--- src/rtl/mag_cmp_pipe.sv ---
// Pipelined SPLIT-ary magnitude comparator tree with per-operation signed/unsigned
// mode, optional register after each tree level, valid/ready backpressure and a tag.
module mag_cmp_pipe #(
    parameter int WIDTH = 32,
    parameter int SPLIT = 2,
    parameter logic [$clog2(WIDTH)/$clog2(SPLIT)-1:0] REGS = '1,
    parameter int TAG_W = 4
) (
    input  logic             clk,
    input  logic             rst,
    input  logic             i_vld,
    output logic             i_rdy,
    input  logic [WIDTH-1:0] val,
    input  logic [WIDTH-1:0] rfr,
    input  logic             sgn,
    input  logic [TAG_W-1:0] i_tag,
    output logic             o_vld,
    input  logic             o_rdy,
    output logic             grt,
    output logic             lst,
    output logic             eq,
    output logic [TAG_W-1:0] o_tag
);

    localparam int LEVELS = $clog2(WIDTH) / $clog2(SPLIT);

    // Leaves and nodes share one primitive: a SPLIT-bit unsigned compare
    // returning {a > b, a < b}.
    function automatic logic [1:0] grp_cmp(input logic [SPLIT-1:0] a,
                                           input logic [SPLIT-1:0] b);
        return {a > b, a < b};
    endfunction

    for (genvar l = 0; l < LEVELS; l++) begin : lvl
        localparam int NI = WIDTH / (SPLIT ** l);
        localparam int NO = NI / SPLIT;

        logic [NI-1:0]    a_in;
        logic [NI-1:0]    b_in;
        logic [NO-1:0]    g_c;
        logic [NO-1:0]    l_c;
        logic [NO-1:0]    g_out;
        logic [NO-1:0]    l_out;
        logic             vld_in;
        logic             vld_out;
        logic             rdy_in;
        logic             rdy_out;
        logic [TAG_W-1:0] tag_in;
        logic [TAG_W-1:0] tag_out;

        // Signed mode flips both MSBs so the whole tree stays an unsigned compare.
        if (l == 0) begin : src
            assign a_in   = {val[WIDTH-1] ^ sgn, val[WIDTH-2:0]};
            assign b_in   = {rfr[WIDTH-1] ^ sgn, rfr[WIDTH-2:0]};
            assign vld_in = i_vld;
            assign tag_in = i_tag;
        end else begin : chain
            assign a_in   = lvl[l-1].g_out;
            assign b_in   = lvl[l-1].l_out;
            assign vld_in = lvl[l-1].vld_out;
            assign tag_in = lvl[l-1].tag_out;
        end

        if (l == LEVELS - 1) begin : sink
            assign rdy_out = o_rdy;
        end else begin : fwd
            assign rdy_out = lvl[l+1].rdy_in;
        end

        always_comb begin
            g_c = '0;
            l_c = '0;
            for (int j = 0; j < NO; j++) begin
                {g_c[j], l_c[j]} = grp_cmp(a_in[j*SPLIT +: SPLIT], b_in[j*SPLIT +: SPLIT]);
            end
        end

        // Stage boundary after level l
        if (REGS[l]) begin : reg_stage
            logic             vld_p;
            logic [NO-1:0]    g_p;
            logic [NO-1:0]    l_p;
            logic [TAG_W-1:0] tag_p;

            always_ff @(posedge clk) begin
                if (rst) begin
                    vld_p <= 1'b0;
                    g_p   <= '0;
                    l_p   <= '0;
                    tag_p <= '0;
                end else if (rdy_in) begin
                    vld_p <= vld_in;
                    if (vld_in) begin
                        g_p   <= g_c;
                        l_p   <= l_c;
                        tag_p <= tag_in;
                    end
                end
            end

            assign rdy_in  = ~vld_p | rdy_out;
            assign vld_out = vld_p;
            assign g_out   = g_p;
            assign l_out   = l_p;
            assign tag_out = tag_p;
        end else begin : pass
            assign rdy_in  = rdy_out;
            assign vld_out = vld_in;
            assign g_out   = g_c;
            assign l_out   = l_c;
            assign tag_out = tag_in;
        end
    end

    assign i_rdy = lvl[0].rdy_in;
    assign o_vld = lvl[LEVELS-1].vld_out;
    assign grt   = lvl[LEVELS-1].g_out[0];
    assign lst   = lvl[LEVELS-1].l_out[0];
    // Qualified by o_vld so an empty or freshly reset pipe reports no result.
    assign eq    = o_vld & ~grt & ~lst;
    assign o_tag = lvl[LEVELS-1].tag_out;

endmodule

--- config.mk ---
export PLATFORM = sky130hd
export DESIGN_NAME = mag_cmp_pipe
export DESIGN_NICKNAME = d
export VERILOG_FILES = /design/src/rtl/mag_cmp_pipe.sv
export SDC_FILE = /design/constraint.sdc
export NUM_CORES = 1
export LEC_CHECK = 0
export CAP_MARGIN = 20
export CORE_ASPECT_RATIO = 0.75
export CORE_MARGIN = 2
export CORE_UTILIZATION = 58
export CTS_CLUSTER_DIAMETER = 200
export CTS_CLUSTER_SIZE = 40
export DETAILED_ROUTE_END_ITERATION = 10
export PLACE_DENSITY = 0.86
export SLEW_MARGIN = 10
export SYNTH_ARGS = -nofsm -noshare
export SYNTH_HDL_FRONTEND = slang
export SYNTH_SLANG_ARGS = --single-unit
--- constraint.sdc ---
create_clock -name clk -period 2.8 [get_ports clk]
set_input_delay 0.42 -clock clk [delete_from_list [all_inputs] [get_ports clk]]
set_output_delay 0.42 -clock clk [all_outputs]
set_load 0.005 [all_outputs]
==> reports/results.ini, run 1 <==
[run_status]
outcome=finished clean

[worst_setup_path]
cp_common_cell=clkdlybuf4s50_1
critPathLaunchType=primary input
path_cells=clkdlybuf4s50_1 -> and4b_1 -> nand3_1 -> clkdlybuf4s50_1
r2r-start=lvl[1].reg_stage.vld_p$_SDFFE_PP0P_
slowest_delay_ns=0.54
critPathKind=in -> out
cp_max_fo=6
reg2reg_depth=4
end_kind=output port
cp.arrival_ns=1.82
worstPathRequired_ns=2.38
reg2reg_slack_ns=0.78
timing.rr.end=lvl[1].l_out[0]$_SDFFE_PP0P_
critPathSlowestCell=clkdlybuf4s50_1

[logic_synthesis]
async_flop_share_pct=0
synth_nets=702
synth.mux.area_fraction_pct=11.4
ys_warn_count=0
yosys.area_share.simple_pct=15.3
synth_seq_area_share_pct=35.3
yosys.cell_types.count=35
synth-compound-area-share_pct=12.7
synth_flop_cell=dfxtp_1
synth_xor_area_share_pct=0.355
syn_inst=567
syn_area_um2=4930
ys_ff_latch=87
synthAdderAreaFrac_pct=15.7
synth_top_family_by_area=adder cells
synth_edf_count=0
syn_area_per_cell_um2=8.70

[timing]
finClkSkew_ns=0.00330
finalHoldViolations=0
slew_headroom_pct=55.3
finalSetupViolCount=0
tns_ns=0
fmax_mhz=447
period_needed_ns=2.24
fin_crit_sh_pct=80.0
rsz0062_at_grt=no
slew_violations=0
tightest_slew_ns=0.669
setup_ws_ns=0.561

[placement]
io_buffer_count=81
placed_area_um2=5830
gp_congestion=0.864
dp_worst_setup_slack_ns=0.587
detailed_place_hpwl_um=7540

[grt]
grt_pass1_vias=4254
gr-total-overflow=0
grt_max_degree=51
grt.total_usage_pct=24.2
antenna_found_initial=0
grt_pass1_wl_um=18700

[clock_tree]
cts.sinks=87
cts_hold_buf=0
cts.repair.resized=0
clock_path_buffers=2
cts_buffers=9
clock-root-buffer=clkbuf_16
path_clk_slew_ns=0.06
clock_latency_ns=0.34
cts_setup_buffers=0
cts_tree=built
h-tree-depth=3

[floorplan]
die_h_um=83.9
initial_core_util_pct=59.1
core_area_um2=8350
dieArea_um2=9270
dieWidth_um=111
pin_count=82
std_cell_rows=29

[final_layout]
stdcell_area_um2=6110
areaGrowthSynthToFinish_pct=23.9
layout_common_cells=dfxtp_1, inv_1, clkdlybuf4s50_1, nand2_1, ha_1
drive_above_1_share_pct=3.91
mostFrequentLayoutCell=dfxtp_1
fin_nets=772
antenna_cells=0

[routing]
firstDrtPassIters=5
drc=0
drt_iter0_markers=205
vias_per_cell=5.57
via_count=4169
routedWlPerCell_um=14.0
drt-total-wl_um=10500
ant_nets=0

[min_path]
hold_depth=2
holdPathEnd=lvl[0].l_out[1]$_SDFFE_PP0P_
min-delay-start=lvl[0].l_out[1]$_SDFFE_PP0P_
holdCritPathClass=reg -> reg

[flow_run]
max-cap-violations=0

[pwr]
power_density_nw_per_um2=497
p_total_mw=3.04
peakVddDrop_v=0.000397
p_leak_nw=2.70

[synthesized netlist by cell type, drive strengths merged (3+ instances only)]
cell type  count  share of area [%]
a21oi         27                2.7
nor4           5               0.63
a221o         21                4.3
o211ai         3               0.46
nand3         34                3.4
nand2b        22                2.8
or3            3               0.38
o21a           5               0.76
a21boi         4               0.61
nand2         71                5.4
inv           87                6.6
buf           12                1.4
dfxtp         87                 35
nor2b         11                1.4
clkbuf        16                1.2
o21ai         23                2.4
ha            62                 16
o2111ai        7                1.2
mux2i         56                 11
[logic make-up (layout without fill, tap and decap cells)]
family,after synthesis,count (layout)
xor gates and xnor gates,2,2
AOI/OAI and AO/OA,91,91
muxes,56,56
and+or+nand+nor,154,154
DFF,87,87
adders and majority gates,62,62
buffers and inverters,115,188
[state kept, by name, indices dropped and copies added (netlist names)]
| register | count |
|---|---|
| lvl.g_out | 30 |
| lvl.l_out | 30 |
| lvl.reg_stage.tag_p | 16 |
| lvl.reg_stage.vld_p | 4 |
| o_tag | 4 |
| grt | 1 |
| lst | 1 |
| o_vld | 1 |
[report_power, final]
group | internal (mW) | switching (mW) | total [mW]
Sequential | 1.31 | 0.0407 | 1.35
Clock | 0.702 | 0.463 | 1.16
Combinational | 0.276 | 0.248 | 0.525
[metrics by stage]
step | instances | util [%] | hold slack (ns)
detailed placement | 734 | 69.8 | 0.453
floorplan | 567 | - | 0.438
finish | 748 | 73.3 | 0.455
CTS | 748 | 73.3 | 0.461
global placement | 734 | 69.8 | 0.445
global route | 748 | 73.3 | 0.472
[layer usage]
layer | wire [um] | track usage [%] | vias to the layer above | share of wire [%]
met4 | 147 | 6.70 | 0 | 1.4
met3 | 568 | 6.25 | 18 | 5.4
li1 | - | - | 2074 | -
met1 | 4430 | 28.1 | 1964 | 42
met5 | 0 | 0 | - | 0
met2 | 5360 | 44.1 | 113 | 51
[area by class of cell]
cell class	instances	area, um^2
multi-input combinational	365	2750
fill	621	2230
timing repair buffer	87	876
inverter	87	327
clock buffer	10	239
tap	108	135
clock inverter	4	47.5
sequential	87	1740
[worst max-delay path by stage]
| stage | from | end | slack (ns) | cells after the start |
|---|---|---|---|---|
| 3_5_place_dp | o_rdy | i_rdy | 0.59 | 4 |
| 3_3_place_gp | o_rdy | i_rdy | 0.59 | 4 |
| 2_1_floorplan | rst | lvl[1].reg_stage.vld_p$_SDFFE_PP0P_ | 1.44 | 4 |
| 4_1_cts | o_rdy | i_rdy | 0.57 | 4 |
| 6_report | o_rdy | i_rdy | 0.56 | 4 |
| 5_1_grt | lvl[3].reg_stage.vld_p$_SDFFE_PP0P_ | i_rdy | 0.49 | 3 |
[critical path, delay by kind of cell]
family / cells / cell delay [ns]
buf+inv: 2 / 1.06
simple gates: 2 / 0.34
No activity file was read; power rests on OpenSTA's default activity.
==> run 2, diff against run 1 <==
- CORE_UTILIZATION: 58 -> 49
- PLACE_DENSITY: 0.86 -> 0.77
- clock period: 2.8 -> 1.9 ns (I/O delays scaled with it)
==> run 2 against run 1 <==
Against the previous run:
- critical path depth fell by 2
- first-iteration DRC count fell by 20%
- global-route usage fell by 3.7 points
- sequential power rose by 47%
- worst hold slack improved by 0.0027 ns
- largest power group is now the clock network
- highest routed layer unchanged
- clock skew rose by 0.0027 ns
- setup slack got worse by 0.38 ns
- design area rose by 2.7%
- clock power rose by 75%
- combinational power rose by 49%
- sequential share of layout area fell by 0.72 points
- count of clock-buffer cells in the layout rose by 1
==> reports/results.ini, run 2 (same netlist as run 1, synthesis figures left out) <==
[pwr]
internal_power_mw=3.66
power_density_nw_per_um2=762
switching_share_pct=23.5
peakVddDrop_v=0.000393
p_leak_nw=2.77
p_total_mw=4.79
power_frac_seq_pct=41.3
clockPowerShare_pct=42.3
combPwrFrac_pct=16.4
switchingPower_mw=1.12

[placement]
gp_congestion=0.837
dp.cells=766
detailed_place_hpwl_um=7400
io_buffer_count=81

[routing]
via_count=4151
drc=0
routedWlPerCell_um=13.1
drt-total-wl_um=10200
drt_iter0_markers=164
firstDrtPassIters=5
vias_per_cell=5.31
ant_nets=0

[worst_setup_path]
worstPathRequired_ns=1.62
cp_max_fo=8
timing.rr.end=lvl[0].g_out[7]$_SDFFE_PP0P_
critPathLaunchType=flip-flop
cp.arrival_ns=1.44
reg2reg_depth=4
r2r-start=lvl[2].reg_stage.vld_p$_SDFFE_PP0P_
critPathKind=reg -> out
end_kind=output port
reg2reg_slack_ns=0.39

[timing]
tightest_slew_ns=0.436
fmax_mhz=581
finalHoldViolations=0
rsz0062_at_grt=no
period_needed_ns=1.72
slew_headroom_pct=70.9
finClkSkew_ns=0.00599
slew_violations=0
fin_crit_sh_pct=90.7
finalSetupViolCount=0

[clock_tree]
cts.sinks=87
cts_tree=built
clock_path_buffers=2
clock_latency_ns=0.33
cts_buffers=9
path_clk_slew_ns=0.06
cts_hold_buf=0
clock-root-buffer=clkbuf_16
h-tree-depth=3

[grt]
grt_max_degree=42
antenna_found_initial=0
grt_pass1_vias=4345
gr-total-overflow=0
grt_pass1_wl_um=18500
grt.total_usage_pct=20.5

[final_layout]
areaGrowthSynthToFinish_pct=27.3
layout_common_cells=inv_1, dfxtp_1, clkdlybuf4s50_1, nand2_1, ha_1
antenna_cells=0
utilization_pct=64.5
fin_nets=780
drive_above_1_share_pct=5.54
final_cells=782
mostFrequentLayoutCell=inv_1

[floorplan]
pin_count=82
core_area_um2=9740
std_cell_rows=31
initial_core_util_pct=50.7
dieWidth_um=120
die_h_um=90.9
dieArea_um2=10900

[flow_run]
max-cap-violations=0

[run_status]
outcome=finished clean

[min_path]
holdCritPathClass=reg -> reg
holdPathEnd=lvl[0].g_out[2]$_SDFFE_PP0P_
min-delay-start=lvl[0].g_out[2]$_SDFFE_PP0P_
hold_depth=2

-- run 2: cell count changes in the layout (fill, tap and decap cells not counted), sizes merged --
| cell | delta |
|---|---|
| buf | +8 |
| bufinv | +2 |
| clkdlybuf4s50 | -2 |
| clkbuf | +1 |
| clkinv | -1 |
| clkinvlp | -1 |
| dlygate4sd2 | +1 |
| dlymetal6s2s | +1 |
| inv | +1 |
-- run 2: worst max-delay path: stages (launching register included) --
cell and delay, ns:
dfxtp_2 0.39, nor3b_1 0.19, clkdlybuf4s50_1 0.53
-- run 2: cell type report --
type / count / area, um^2
clock buffer: 11 / 243
clock inverter: 5 / 104
fill: 764 / 3460
inverter: 87 / 327
multi-input combinational: 365 / 2750
sequential: 87 / 1740
tap: 132 / 165
timing repair buffer: 95 / 950
-- run 2: what timing repair did --
item / CTS / global route
resized for setup: 3 / 1
setup endpoints to repair: 1 / 1
hold endpoints to repair: 0 / 0
setup buffers: 0 / 0
-- run 2: stage by stage --
stage	hold WS [ns]	worst slack [ns]	instance area (um^2)	setup TNS, ns
after floorplan	0.427	0.566	4930	0
after global placement	0.445	-0.0576	5930	-0.0576
after detailed placement	0.453	-0.0642	5930	-0.518
after CTS	0.462	0.0356	6280	0
after global routing	0.482	0.0894	6280	0
final	0.458	0.178	6280	0
-- run 2: power by group through the flow --
stage	combinational, mW	clock (mW)	sequential, mW
2_1_floorplan	0.502	0	2.00
3_3_place_gp	0.744	0	2.01
3_5_place_dp	0.781	0	2.02
4_1_cts	0.793	2.05	1.98
5_1_grt	0.896	2.13	1.99
6_report	0.784	2.03	1.98
-- run 2: how the worst max path moves through the flow --
stage                                        start                            to  slack (ns)  cells past startpoint
2_1_floorplan  lvl[3].reg_stage.vld_p$_SDFFE_PP0P_  lvl[0].g_out[0]$_SDFFE_PP0P_        0.57                      5
3_3_place_gp                                 o_rdy                         i_rdy       -0.06                      4
3_5_place_dp                                 o_rdy                         i_rdy       -0.06                      4
4_1_cts        lvl[2].reg_stage.vld_p$_SDFFE_PP0P_                         i_rdy        0.04                      3
5_1_grt                         o_vld$_SDFFE_PP0P_                            eq        0.09                      2
6_report                        o_vld$_SDFFE_PP0P_                            eq        0.18                      2
-- run 2: layer usage --
| metal | GRT usage [%] | routed length [um] | vias up |
|---|---|---|---|
| li1 | - | - | 2092 |
| met1 | 24.2 | 4460 | 1938 |
| met2 | 36.6 | 5150 | 107 |
| met3 | 5.24 | 498 | 14 |
| met4 | 5.88 | 104 | 0 |
| met5 | 0 | 0 | - |
==> run 3, diff against run 2 <==
- ABC_AREA: default -> 1
- CORE_UTILIZATION: 49 -> 48
- CTS_CLUSTER_SIZE: 40 -> default
- PLACE_DENSITY: 0.77 -> 0.84
==> run 3 against run 2 <==
Against the previous run:
- count of clock-buffer cells in the layout shrank 2
- utilization down 1.9 points
- clock power is 14% lower
- via count is 4.1% higher
- register-to-register slack worse by 0.05 ns
- cell count is 11% higher
- critical endpoint unchanged
- highest routed layer unchanged
==> reports/results.ini, run 3 <==
[clock_tree]
clock-root-buffer=clkbuf_16
clock_path_buffers=2
cts_buffers=9
h-tree-depth=3
path_clk_slew_ns=0.06
cts_setup_buffers=0
clock_latency_ns=0.34
cts.sinks=87
cts_tree=built

[grt]
antenna_found_initial=0
grt_pass1_vias=4454
gr-total-overflow=0
grt.total_usage_pct=19.9
grt_pass1_wl_um=18000
grt_max_degree=63

[final_layout]
layout_common_cells=nor2_1, inv_1, nand2_1, dfxtp_1, clkdlybuf4s50_1
num-fill-cells=774
drive_above_1_share_pct=4.88
register_area_um2=1740
utilization_pct=62.6
multi_input_area_um2=2500
mostFrequentLayoutCell=nor2_1
final_cells=870
antenna_cells=0
fin_nets=868
areaGrowthSynthToFinish_pct=27.2
stdcell_area_um2=6050

[pwr]
p_total_mw=4.60
peakVddDrop_v=0.000450
power_density_nw_per_um2=761
p_leak_nw=2.89

[worst_setup_path]
cp.arrival_ns=1.51
slowest_delay_ns=0.53
cp.buffers_inverters=2
critPathLaunchType=flip-flop
critPathKind=reg -> out
end_kind=output port
path_cells=buf_4 -> nor3b_2 -> clkdlybuf4s50_1
crit_family=buffers and inverters
cp_max_fo=4
worstPathRequired_ns=1.62
critPathSlowestCell=clkdlybuf4s50_1

[timing]
holdWs_ns=0.437
tightest_slew_ns=0.709
period_needed_ns=1.80
fmax_mhz=556
rsz0062_at_grt=no
slew_violations=0
tns_ns=0
slew_headroom_pct=52.8
finalHoldViolations=0
finalSetupViolCount=0
setup_ws_ns=0.103
finClkSkew_ns=0.00463
fin_crit_sh_pct=94.6

[floorplan]
std_cell_rows=31
dieArea_um2=10700
die_h_um=90.2
initial_core_util_pct=49.3
core_area_um2=9660
dieWidth_um=119
pin_count=82

[routing]
ant_nets=0
drt-total-wl_um=9880
drc=0
vias_per_cell=4.97
routedWlPerCell_um=11.4
via_count=4323
firstDrtPassIters=4
drt_iter0_markers=189

[placement]
io_buffer_count=81
dp.cells=854
dp_worst_setup_slack_ns=-0.319
gp_congestion=0.799
placed_area_um2=5740
detailed_place_hpwl_um=7230

[logic_synthesis]
syn_area_per_cell_um2=7.24
synth_edf_count=0
synth_nets=792
yosys.area.top_type=dfxtp_1
syn_inst=657
async_flop_share_pct=0
synth_flop_cell=dfxtp_1
synth_seq_area_share_pct=36.6
yosys.cell_types.count=27
ys_ff_latch=87
syn_area_um2=4760
synth_common_cells=nor2_1, inv_1, nand2_1
ys_warn_count=0
synth_top_cells_by_area=dfxtp_1, ha_1, nor2_1, inv_1, nand2_1
yosysMostFrequentCell=nor2_1
yosysTopAreaCellShare_pct=36.6

[flow_run]
max-cap-violations=0

[run_status]
outcome=finished clean

[min_path]
holdCritPathClass=in -> reg

run 3: final cells by class:
type | count | share of cell area, %
clock buffer | 9 | 3.72
clock inverter | 7 | 1.20
inverter | 104 | 6.45
multi-input combinational | 438 | 41.3
sequential | 87 | 28.8
tap | 132 | 2.73
timing repair buffer | 93 | 15.8
run 3: worst paths after layout:
check                                 startpoint                             to  slack [ns]  depth (start not counted)
max                           o_vld$_SDFFE_PP0P_                             eq        0.10                          3
min                                        i_vld  lvl[0].l_out[13]$_SDFFE_PP0P_        0.44                          4
max reg2reg  lvl[3].reg_stage.vld_p$_SDFFE_PP0P_   lvl[0].g_out[3]$_SDFFE_PP0P_        0.34                          8
min reg2reg         lvl[2].g_out[0]$_SDFFE_PP0P_   lvl[2].g_out[0]$_SDFFE_PP0P_        0.47                          2
run 3: logic make-up after synthesis:
logic type	after synthesis	synth area share [%]
buffers and inverters	132	11.3
AOI/OAI and AO/OA	126	14.4
and+or+nand+nor	248	21.1
xor gates and xnor gates	2	0.368
DFF	87	36.6
adders and majority gates	62	16.3
run 3: power breakdown:
part | leakage [nW] | total, mW | switching [mW] | internal [mW]
clock network | 0.142 | 1.74 | 0.720 | 1.02
logic | 2.03 | 0.860 | 0.432 | 0.428
registers | 0.716 | 2.00 | 0.0601 | 1.94
total | 2.89 | 4.60 | 1.21 | 3.39
run 3: repair_timing:
item                                    in CTS  in global routing
endpoints found under the setup margin       1                  2
hold buffers                                 0                  0
gates resized for setup                      1                  3
run 3: per-layer routing:
layer / routed length (um) / part of all wire (%) / track usage, %
met3: 426 / 4.3 / 5.14
met4: 97 / 0.98 / 5.56
met1: 4160 / 42 / 21.0
met2: 5190 / 53 / 38.6
met5: 0 / 0 / 0
run 3: worst reg2reg max path, delay by kind of cell (launching register included):
family                 cells  cell delay (ns)
flip-flops                 1             0.38
buffers and inverters      3             0.48
AO/OA/AOI/OAI              1             0.20
AND/OR/NAND/NOR            4             0.40
